<file path="src/rtl/spi_pkg.sv">
// spi_pkg: shared types and helpers for the SPI frame arbiter.
//   arb_state_t   : arbiter FSM states
//   SPI_BYTE_W    : SPI byte width
//   onehot_to_idx : index of the set bit in a one-hot vector of up to 8 bits
package spi_pkg;
  localparam int SPI_BYTE_W = 8;
  typedef enum logic [2:0] {
    ARB_IDLE,
    ARB_START,
    ARB_XFER,
    ARB_LAST_RX,
    ARB_GAP
  } arb_state_t;
  function automatic logic [2:0] onehot_to_idx(input logic [7:0] oh);
    onehot_to_idx = '0;
    for (int i = 0; i < 8; i++) if (oh[i]) onehot_to_idx = 3'(i);
  endfunction
endpackage

</file>
<file path="src/rtl/spi_rr_picker.sv">
// spi_rr_picker: combinational winner selection among NUM_REQ requests.
//   req_i : request vector
//   ptr_i : round-robin start index (search begins here, wraps around)
//   gnt_o : one-hot winner, zero when no request
// Build option SPI_ARB_FIXED_PRIO_EN: lowest-index request wins, ptr_i ignored.
module spi_rr_picker #(
  parameter int NUM_REQ = 4,
  localparam int PTR_W = $clog2(NUM_REQ)
) (
  input  logic [NUM_REQ-1:0] req_i,
  input  logic [PTR_W-1:0]   ptr_i,
  output logic [NUM_REQ-1:0] gnt_o
);
`ifdef SPI_ARB_FIXED_PRIO_EN
  assign gnt_o = req_i & (~req_i + NUM_REQ'(1));
`else
  logic [NUM_REQ-1:0] hi, cand;
  // Prefer requests at or above the pointer; fall back to the full vector
  // for the wrap-around, then isolate the lowest set bit.
  always_comb begin
    hi    = req_i & ~((NUM_REQ'(1) << ptr_i) - NUM_REQ'(1));
    cand  = (|hi) ? hi : req_i;
    gnt_o = cand & (~cand + NUM_REQ'(1));
  end
`endif
endmodule

</file>
<file path="src/rtl/spi_frame_arbiter.sv">
// spi_frame_arbiter: shares one SPI master between NUM_REQ requesters, one
// BYTE_COUNT-byte frame per grant, round-robin, with GAP_CYCLES idle cycles
// between frames.
//   i_req/i_tx_data          : requester side (per-requester level request, TX byte)
//   o_gnt/o_tx_ack           : grant and "byte latched" handshake
//   o_rx_valid/o_rx_data     : received byte broadcast
//   o_frame_done/o_busy      : per-requester frame end pulse, arbiter activity
//   o_spi_tx_dv/o_spi_tx_data: start pulse and TX byte to the master
//   i_spi_done/i_spi_bytedone/i_spi_rx_data : master status and RX byte
// Build option SPI_ARB_FIXED_PRIO_EN: fixed lowest-index priority (in spi_rr_picker).
module spi_frame_arbiter
  import spi_pkg::*;
#(
  parameter int NUM_REQ    = 4,
  parameter int BYTE_COUNT = 5,
  parameter int GAP_CYCLES = 3
) (
  input  logic                          i_clk,
  input  logic                          i_rst,
  input  logic [NUM_REQ-1:0]            i_req,
  input  logic [NUM_REQ*SPI_BYTE_W-1:0] i_tx_data,
  output logic [NUM_REQ-1:0]            o_gnt,
  output logic                          o_tx_ack,
  output logic                          o_rx_valid,
  output logic [SPI_BYTE_W-1:0]         o_rx_data,
  output logic [NUM_REQ-1:0]            o_frame_done,
  output logic                          o_busy,
  output logic                          o_spi_tx_dv,
  output logic [SPI_BYTE_W-1:0]         o_spi_tx_data,
  input  logic                          i_spi_done,
  input  logic                          i_spi_bytedone,
  input  logic [SPI_BYTE_W-1:0]         i_spi_rx_data
);
  localparam int PTR_W = $clog2(NUM_REQ);
  localparam int CNT_W = $clog2(BYTE_COUNT + 1);
  localparam int GAP_W = $clog2(GAP_CYCLES + 1);
  localparam logic [CNT_W-1:0] LAST = CNT_W'(BYTE_COUNT - 1);
  localparam logic [GAP_W-1:0] GAP_LAST = GAP_W'(GAP_CYCLES - 1);

  arb_state_t state_q, state_d;
  logic [PTR_W-1:0] ptr_q, ptr_d, ptr_nxt;
  logic [CNT_W-1:0] cnt_q, cnt_d;
  logic [GAP_W-1:0] gap_q, gap_d;
  logic [NUM_REQ-1:0] gnt_q, gnt_d, done_q, done_d, win, sel;
  logic [SPI_BYTE_W-1:0] tx_q, tx_d, rx_q, rx_d, sel_byte;
  logic ack_q, ack_d, dv_q, dv_d, pend_q, pend_d, rxv_q, rxv_d;
  logic [2:0] gidx;

  spi_rr_picker #(.NUM_REQ(NUM_REQ)) u_picker (
    .req_i (i_req),
    .ptr_i (ptr_q),
    .gnt_o (win)
  );

  // While idle the TX byte comes from the prospective winner, afterwards from the grantee.
  assign sel = (state_q == ARB_IDLE) ? win : gnt_q;
  always_comb begin
    sel_byte = '0;
    for (int k = 0; k < NUM_REQ; k++)
      sel_byte |= sel[k] ? i_tx_data[k*SPI_BYTE_W +: SPI_BYTE_W] : '0;
  end

  assign gidx    = onehot_to_idx(8'(gnt_q));
  assign ptr_nxt = (int'(gidx) == NUM_REQ - 1) ? '0 : PTR_W'(gidx + 3'd1);

  always_comb begin
    state_d = state_q;
    ptr_d   = ptr_q;
    cnt_d   = cnt_q;
    gap_d   = gap_q;
    gnt_d   = gnt_q;
    tx_d    = tx_q;
    ack_d   = 1'b0;
    dv_d    = 1'b0;
    done_d  = '0;
    // RX byte arrives the cycle after bytedone; pend_q marks that cycle.
    pend_d  = (state_q == ARB_XFER) && i_spi_bytedone;
    rxv_d   = pend_q;
    rx_d    = pend_q ? i_spi_rx_data : rx_q;
    case (state_q)
      ARB_IDLE: if (|i_req) begin
        gnt_d   = win;
        tx_d    = sel_byte;
        ack_d   = 1'b1;
        cnt_d   = '0;
        state_d = ARB_START;
      end
      ARB_START: begin
        dv_d    = 1'b1;
        state_d = ARB_XFER;
      end
      ARB_XFER: begin
        // Reload lands one cycle ahead of the master's byte boundary.
        if (i_spi_done && cnt_q < LAST) begin
          tx_d  = sel_byte;
          ack_d = 1'b1;
        end
        if (i_spi_bytedone) begin
          cnt_d = cnt_q + CNT_W'(1);
          if (cnt_q == LAST) begin
            done_d  = gnt_q;
            state_d = ARB_LAST_RX;
          end
        end
      end
      ARB_LAST_RX: begin
        ptr_d   = ptr_nxt;
        gnt_d   = '0;
        gap_d   = '0;
        state_d = ARB_GAP;
      end
      ARB_GAP: begin
        gap_d = gap_q + GAP_W'(1);
        if (gap_q == GAP_LAST) state_d = ARB_IDLE;
      end
      default: state_d = ARB_IDLE;
    endcase
  end

  always_ff @(posedge i_clk or posedge i_rst) begin
    if (i_rst) begin
      state_q <= ARB_IDLE;
      ptr_q   <= '0;
      cnt_q   <= '0;
      gap_q   <= '0;
      gnt_q   <= '0;
      tx_q    <= '0;
      rx_q    <= '0;
      ack_q   <= 1'b0;
      dv_q    <= 1'b0;
      pend_q  <= 1'b0;
      rxv_q   <= 1'b0;
      done_q  <= '0;
    end else begin
      state_q <= state_d;
      ptr_q   <= ptr_d;
      cnt_q   <= cnt_d;
      gap_q   <= gap_d;
      gnt_q   <= gnt_d;
      tx_q    <= tx_d;
      rx_q    <= rx_d;
      ack_q   <= ack_d;
      dv_q    <= dv_d;
      pend_q  <= pend_d;
      rxv_q   <= rxv_d;
      done_q  <= done_d;
    end
  end

  assign o_gnt         = gnt_q;
  assign o_tx_ack      = ack_q;
  assign o_rx_valid    = rxv_q;
  assign o_rx_data     = rx_q;
  assign o_frame_done  = done_q;
  assign o_busy        = state_q != ARB_IDLE;
  assign o_spi_tx_dv   = dv_q;
  assign o_spi_tx_data = tx_q;
endmodule

</file>
<file path="config.mk">
export PLATFORM = sky130hd
export DESIGN_NAME = spi_frame_arbiter
export DESIGN_NICKNAME = d
export VERILOG_FILES = /design/src/rtl/spi_pkg.sv /design/src/rtl/spi_rr_picker.sv /design/src/rtl/spi_frame_arbiter.sv
export SDC_FILE = /design/constraint.sdc
export NUM_CORES = 1
export LEC_CHECK = 0
export BUFFER_PORTS_ARGS = -buffer_cell sky130_fd_sc_hd__buf_4
export CAP_MARGIN = 0
export CORE_MARGIN = 8
export CORE_UTILIZATION = 45
export CTS_BUF_LIST = sky130_fd_sc_hd__clkbuf_4
export DETAILED_ROUTE_END_ITERATION = 10
export HOLD_SLACK_MARGIN = 0.08
export PLACE_DENSITY = 0.84
export SETUP_SLACK_MARGIN = 0.05
export SYNTH_ARGS = -nofsm -noshare
export SYNTH_HDL_FRONTEND = slang
export SYNTH_SLANG_ARGS = --single-unit
</file>
<file path="constraint.sdc">
create_clock -name i_clk -period 1.79 [get_ports i_clk]
set_clock_uncertainty 0.05 [all_clocks]
set_input_delay 0.2685 -clock i_clk [delete_from_list [all_inputs] [get_ports i_clk]]
set_output_delay 0.2685 -clock i_clk [all_outputs]
set_load 0.02 [all_outputs]
</file>
* Yosys cells after proc, flatten, opt, wreduce, memory -nomap -nowiden *
Cells that the tools add are included.

cells by class
  $add $sub $neg = 5
  order comparisons = 1
  eq/ne operators = 12
  shift operators = 1
  muxes and demuxes = 31
  bitwise operators = 7
  reduce and logical (&&, ||, !) cells = 13

operators with widths
  cell                 count
  $mux 8               6
  $mux 3               8
  $mux 4               6
  $or 8x8->8           3
  $pmux 8 s2           1
  $pmux 3 s5           1
  $eq 3x3->1 const B   3
  $and 4x4->4          2
  $not 4->4            2
  $pmux 4 s2           1
  $reduce_or 4->1      2
  $eq 3x2->1 const B   2
  $ne 2x1->1 const B   3
  $pmux 3 s2           1
  $reduce_and 3->1     2
  $reduce_bool 2->1    3
  $add 2x1->2 const B  2
  $add 4x1->4 const B  1
  $mux 1               4
  $ne 2x2->1 const B   2
  $pmux 2 s2           1
  $reduce_and 4->1     1
  $shl 1x2->4 const A  1
  $sub 4x1->4 const B  1
  10 further kinds     11

storage, ports and cells
  register bits after elaboration = 38
  word-level logic and storage cells = 82

* Logic depth before layout (Yosys ltp) *
  word-level depth = 16
  depth in mapped cells = 7
  gate-level depth less buffers = 6

* By module *
Synthesis repeated with hierarchy kept, for this count alone.

second synthesis, totals
  cell total of the unflattened synthesis = 209
  area total of the unflattened synthesis = 2107.0 µm²

modules (own cells, without submodules)
  module             instances  cells an instance  area each (µm²)  seq. area each (µm²)
  spi_frame_arbiter  1          193                2009.4           950.9
  spi_rr_picker      1          16                 97.6             0.0

* Worst setup path after synthesis *
OpenSTA, ideal clock, no wires.

  kind = register to register
  start = reg state_q[0]
  end = reg tx_q[3] (netlist: o_spi_tx_data[3])
  arrival = 1.602 ns
  path slack = 0.060 ns
  stages on the path, launching flop included = 7
  buffers on the path = 2
  period minus slack after synthesis = 1.730 ns
  cells stage by stage = dfrtp_1 buf_6 or3_4 buf_6 o31ai_4 a22oi_1 a21oi_1

on the way
  cells in the longest elaborated chain, start to end = 8
  elaborated cells on any way between the ends = 17
  classes of those cells = eq/ne (3); mux (8); bitwise (3); reduce/logical (3)

ends and longest elaborated chain
  what                              RTL line                                          text
  start, declared                   spi_frame_arbiter.sv:40                           arb_state_t state_q, state_d;
  start signal, assigned            spi_frame_arbiter.sv:135                          state_q <= state_d;
  $logic_not 3->1                   spi_frame_arbiter.sv:56, spi_frame_arbiter.sv:80
  $mux 4                            spi_frame_arbiter.sv:56                           assign sel = (state_q == ARB_IDLE) ? win : gnt_q;
  $mux 8                            spi_frame_arbiter.sv:60                           sel_byte |= sel[k] ? i_tx_data[k*SPI_BYTE_W +: SPI_BYTE_W] : '0;
  $or 8x8->8 (3 in a row)           spi_frame_arbiter.sv:60
  $mux 8, on equally long branches  spi_frame_arbiter.sv:94, spi_frame_arbiter.sv:81
  $pmux 8 s2                        spi_frame_arbiter.sv:80                           case (state_q)
  end signal, assigned              spi_frame_arbiter.sv:140                          tx_q <= tx_d;
  end, declared                     spi_frame_arbiter.sv:45                           logic [SPI_BYTE_W-1:0] tx_q, tx_d, rx_q, rx_d, sel_byte;

Parallel ways exist; a longest one is shown, timed or not. The select of a mux whose other input is x is not followed.
A chain may end at the register's enable or synchronous reset.

* Worst setup path after layout *
  start = reg state_q[1]
  end = reg tx_q[5] (netlist: o_spi_tx_data[5])

Same word-level chain as after synthesis.

==> results_dict.tcl <==
set metrics [dict create \
    leakage_nw 1.289 \
    min_path_type "primary input to register" \
    mapped_avg_cell_area_um2 10.07 \
    synth-seq-cells 38 \
    netSwitchingPower_mw 1.942 \
    cts_tree "done" \
    layout-drive-gt1-share_pct 43.57 \
    fillers 316 \
    initial_drc_count 79 \
    worst-slew-pin-transition_ns 0.4755 \
    synth.cell_area_um2 1873 \
    globalRouteMet2Util_pct 26.38 \
    clk_path_buf_depth 2 \
    yosysUniqueCellTypes 40 \
    layout_common_cells "sky130_fd_sc_hd__buf_4, sky130_fd_sc_hd__dfrtp_1, sky130_fd_sc_hd__nor2_1, sky130_fd_sc_hd__nand2_1, sky130_fd_sc_hd__o21ai_0" \
    critPathMaxFanout 7 \
    grt_start_max_net_pins 39 \
    synthArstFlopShare_pct 100.0 \
    number_of_instances_in_the_synthesized_netlist 186 \
    yosys_warnings 0 \
    setup_tns_ns 0 \
    rows 23 \
    min_period_ns 1.687 \
    path_clk_slew_ns 0.11 \
    setup_slack_ns 0.1026 \
    routed_wirelength_mm 5.402 \
    timing.critical_path.from_type "register" \
    preCtsSetupSlack_ns -0.004908 \
    placed_cell_area_um2 2520 \
    initial_core_util_pct 46.83 \
    swShare_pct 43.69 \
    mostFrequentLayoutCell "sky130_fd_sc_hd__buf_4" \
    detail_route.first_pass.iterations 4 \
    synth_sequential_area_ratio_pct 50.77 \
    layer_with_the_highest_usage_after_global_routing "met2" \
    setup_repair_after_global_routing_missed_its_margin "yes" \
    run_status "completed" \
    report.final.slew_viol_count 0 \
    grt.overflow.total 0 \
    antenna_found_initial 0 \
    pwr-share-clk_pct 9.2 \
    drc 0 \
    share_seq_of_total_power_pct 33.6 \
    cts_root_buf "sky130_fd_sc_hd__clkbuf_4" \
    remaining_antenna_violation_count_after_routing 0 \
    num_io_pins 76 \
    timing_worst_setup_path_type "register to register" \
    chipHeight_um 80.52 \
    synth.net_count 237 \
    clock_sinks 38 \
    pwr_density_cell_nw_per_um2 1655 \
    grt_util_all_layers_pct 16.03 \
    comb_power_share_pct 57.2 \
    period_share_pct 94.27 \
    internal-power_mw 2.502 \
    first_global_vias 1712 \
    routed_via_density 5.442 \
    drv.max_cap_violation_count 0 \
    dr_total_vias 1796 \
    area_occupied_by_multi_input_gates_um2 895.9 \
    number_of_enable_type_register_cells_in_the_synthesized_netlist 0 \
    nets 330 \
    place.gp.congestion 0.8098 \
    gr_met1_demand_resource_pct 18.37 \
    hpwlAfterDp_mm 4.054 \
    clock_insertion_delay_worst_skew_ns 0.35 \
    fp.dieArea_um2 6483 \
    grt.met3_usage_pct 5.357 \
    fp.dieW_um 80.52 \
    coreArea_um2 4000 \
    number_of_h_tree_levels 2 \
    num_antenna_cells 0 \
    total_cts_buffers 5 \
    layout.area.seq_um2 953.4 \
    max_freq_mhz 592.6 \
    setup.worst_path.end_class "register" \
    timing.slew.headroom_pct 68.30 \
    arrival_ns 1.88 \
    route.detailed.wl_per_inst_um 16.37 \
    post-layout-total-power_mw 4.444 \
    placement.io_buffers 75 \
    max-vdd-ir-drop_uv 835.7 \
    final-setup-viol-count 0 \
    design_area_um2 2685 \
    synth_ff_type "sky130_fd_sc_hd__dfrtp_1" \
    timing.critical_path.required_ns 1.98 \
    grt_first_pass_wirelength_mm 8.017 \
    area_grow_syn2layout_pct 43.35 \
    final_hold_fails 0 \
]
[critical path, stage by stage, from the launching register on]
cell and delay [ns]:
sky130_fd_sc_hd__dfrtp_1 0.39, sky130_fd_sc_hd__or3_4 0.45, sky130_fd_sc_hd__nand2_2 0.11, sky130_fd_sc_hd__o31ai_4 0.08
sky130_fd_sc_hd__buf_4 0.17, sky130_fd_sc_hd__a221oi_2 0.24, sky130_fd_sc_hd__a31oi_1 0.11
[cell usage after synthesis (all sizes together), types with 5 or more instances]
| library cell | number | area share, % |
|---|---|---|
| a21oi | 7 | 1.9 |
| a221oi | 11 | 5.1 |
| a31oi | 6 | 2.0 |
| and2 | 5 | 1.7 |
| buf | 5 | 1.9 |
| dfrtp | 38 | 51 |
| inv | 8 | 1.6 |
| mux2 | 8 | 4.8 |
| nand2 | 18 | 3.6 |
| nor2 | 23 | 4.6 |
| o21ai | 19 | 5.1 |
| o31ai | 5 | 2.7 |
[metal layers]
metal  wire length, µm  part of all wire (%)  vias to the layer above
li1                  -                     -                      870
met1              2167                    40                      853
met2              2670                    49                       66
met3               491                   9.1                        7
met4                73                   1.4                        0
met5                 0                     0                        -
[cell families (layout without fill, tap and decap cells)]
logic type	Yosys count	in the layout	share of synthesized area, %
flops	38	38	50.77
fa+ha+maj	3	3	2.004
xor+xnor	1	1	0.4677
buf+inv	14	108	3.674
compound gates	63	63	23.65
simple gates	59	59	14.63
mux	8	8	4.810
[state kept, by name, indices dropped and copies added (netlist names)]
name / cells
o_rx_data: 8
o_spi_tx_data: 8
o_frame_done: 4
o_gnt: 4
cnt_q: 3
state_q: 3
gap_q: 2
ptr_q: 2
o_rx_valid: 1
o_spi_tx_dv: 1
o_tx_ack: 1
pend_q: 1
[cell type report]
cell class	count	share of cell area, %
multi-input combinational	134	33.36
tap	50	2.330
inverter	8	1.118
sequential	38	35.51
timing repair buffer	92	25.86
clock buffer	5	1.398
clock inverter	3	0.4194
[stage by stage]
step | instances | util [%] | hold slack, ns
floorplan | 186 | - | 0.3019
global placement | 313 | 63.00 | 0.3577
detailed placement | 313 | 63.00 | 0.3601
CTS | 322 | 64.62 | 0.08744
global route | 330 | 67.13 | 0.08320
finish | 330 | 67.13 | 0.09347
[path summary, 6_finish.rpt]
kind	startpoint	end	slack (ns)	cells past startpoint
max	state_q[1]$_DFFE_PP0P_	o_spi_tx_data[5]$_DFFE_PP0P_	0.10	6
min	i_spi_rx_data[6]	o_rx_data[6]$_DFFE_PP0P_	0.09	2
max reg2reg	state_q[1]$_DFFE_PP0P_	o_spi_tx_data[5]$_DFFE_PP0P_	0.10	6
min reg2reg	cnt_q[2]$_DFFE_PP0P_	cnt_q[2]$_DFFE_PP0P_	0.47	1
max in group asynchronous	i_rst	ptr_q[0]$_DFFE_PP0P_	0.81	4
min in group asynchronous	i_rst	o_gnt[2]$_DFFE_PP0P_	0.52	4
[power by group through the flow]
stage / sequential [mW] / clock, mW / combinational, mW
2_1_floorplan: 1.74 / 0 / 1.21
3_3_place_gp: 1.50 / 0 / 2.26
3_5_place_dp: 1.51 / 0 / 2.31
4_1_cts: 1.49 / 0.425 / 2.34
5_1_grt: 1.54 / 0.474 / 2.77
6_report: 1.49 / 0.410 / 2.54
[repair_timing]
item                       CTS  global route
hold buffers                 1             0
buffers inserted             0             8
pin swaps                    1             3
setup endpoints to repair    8            10
hold endpoints to repair    38             0
resized for setup            2            15
Note: power is estimated with default switching activity, not from simulation.
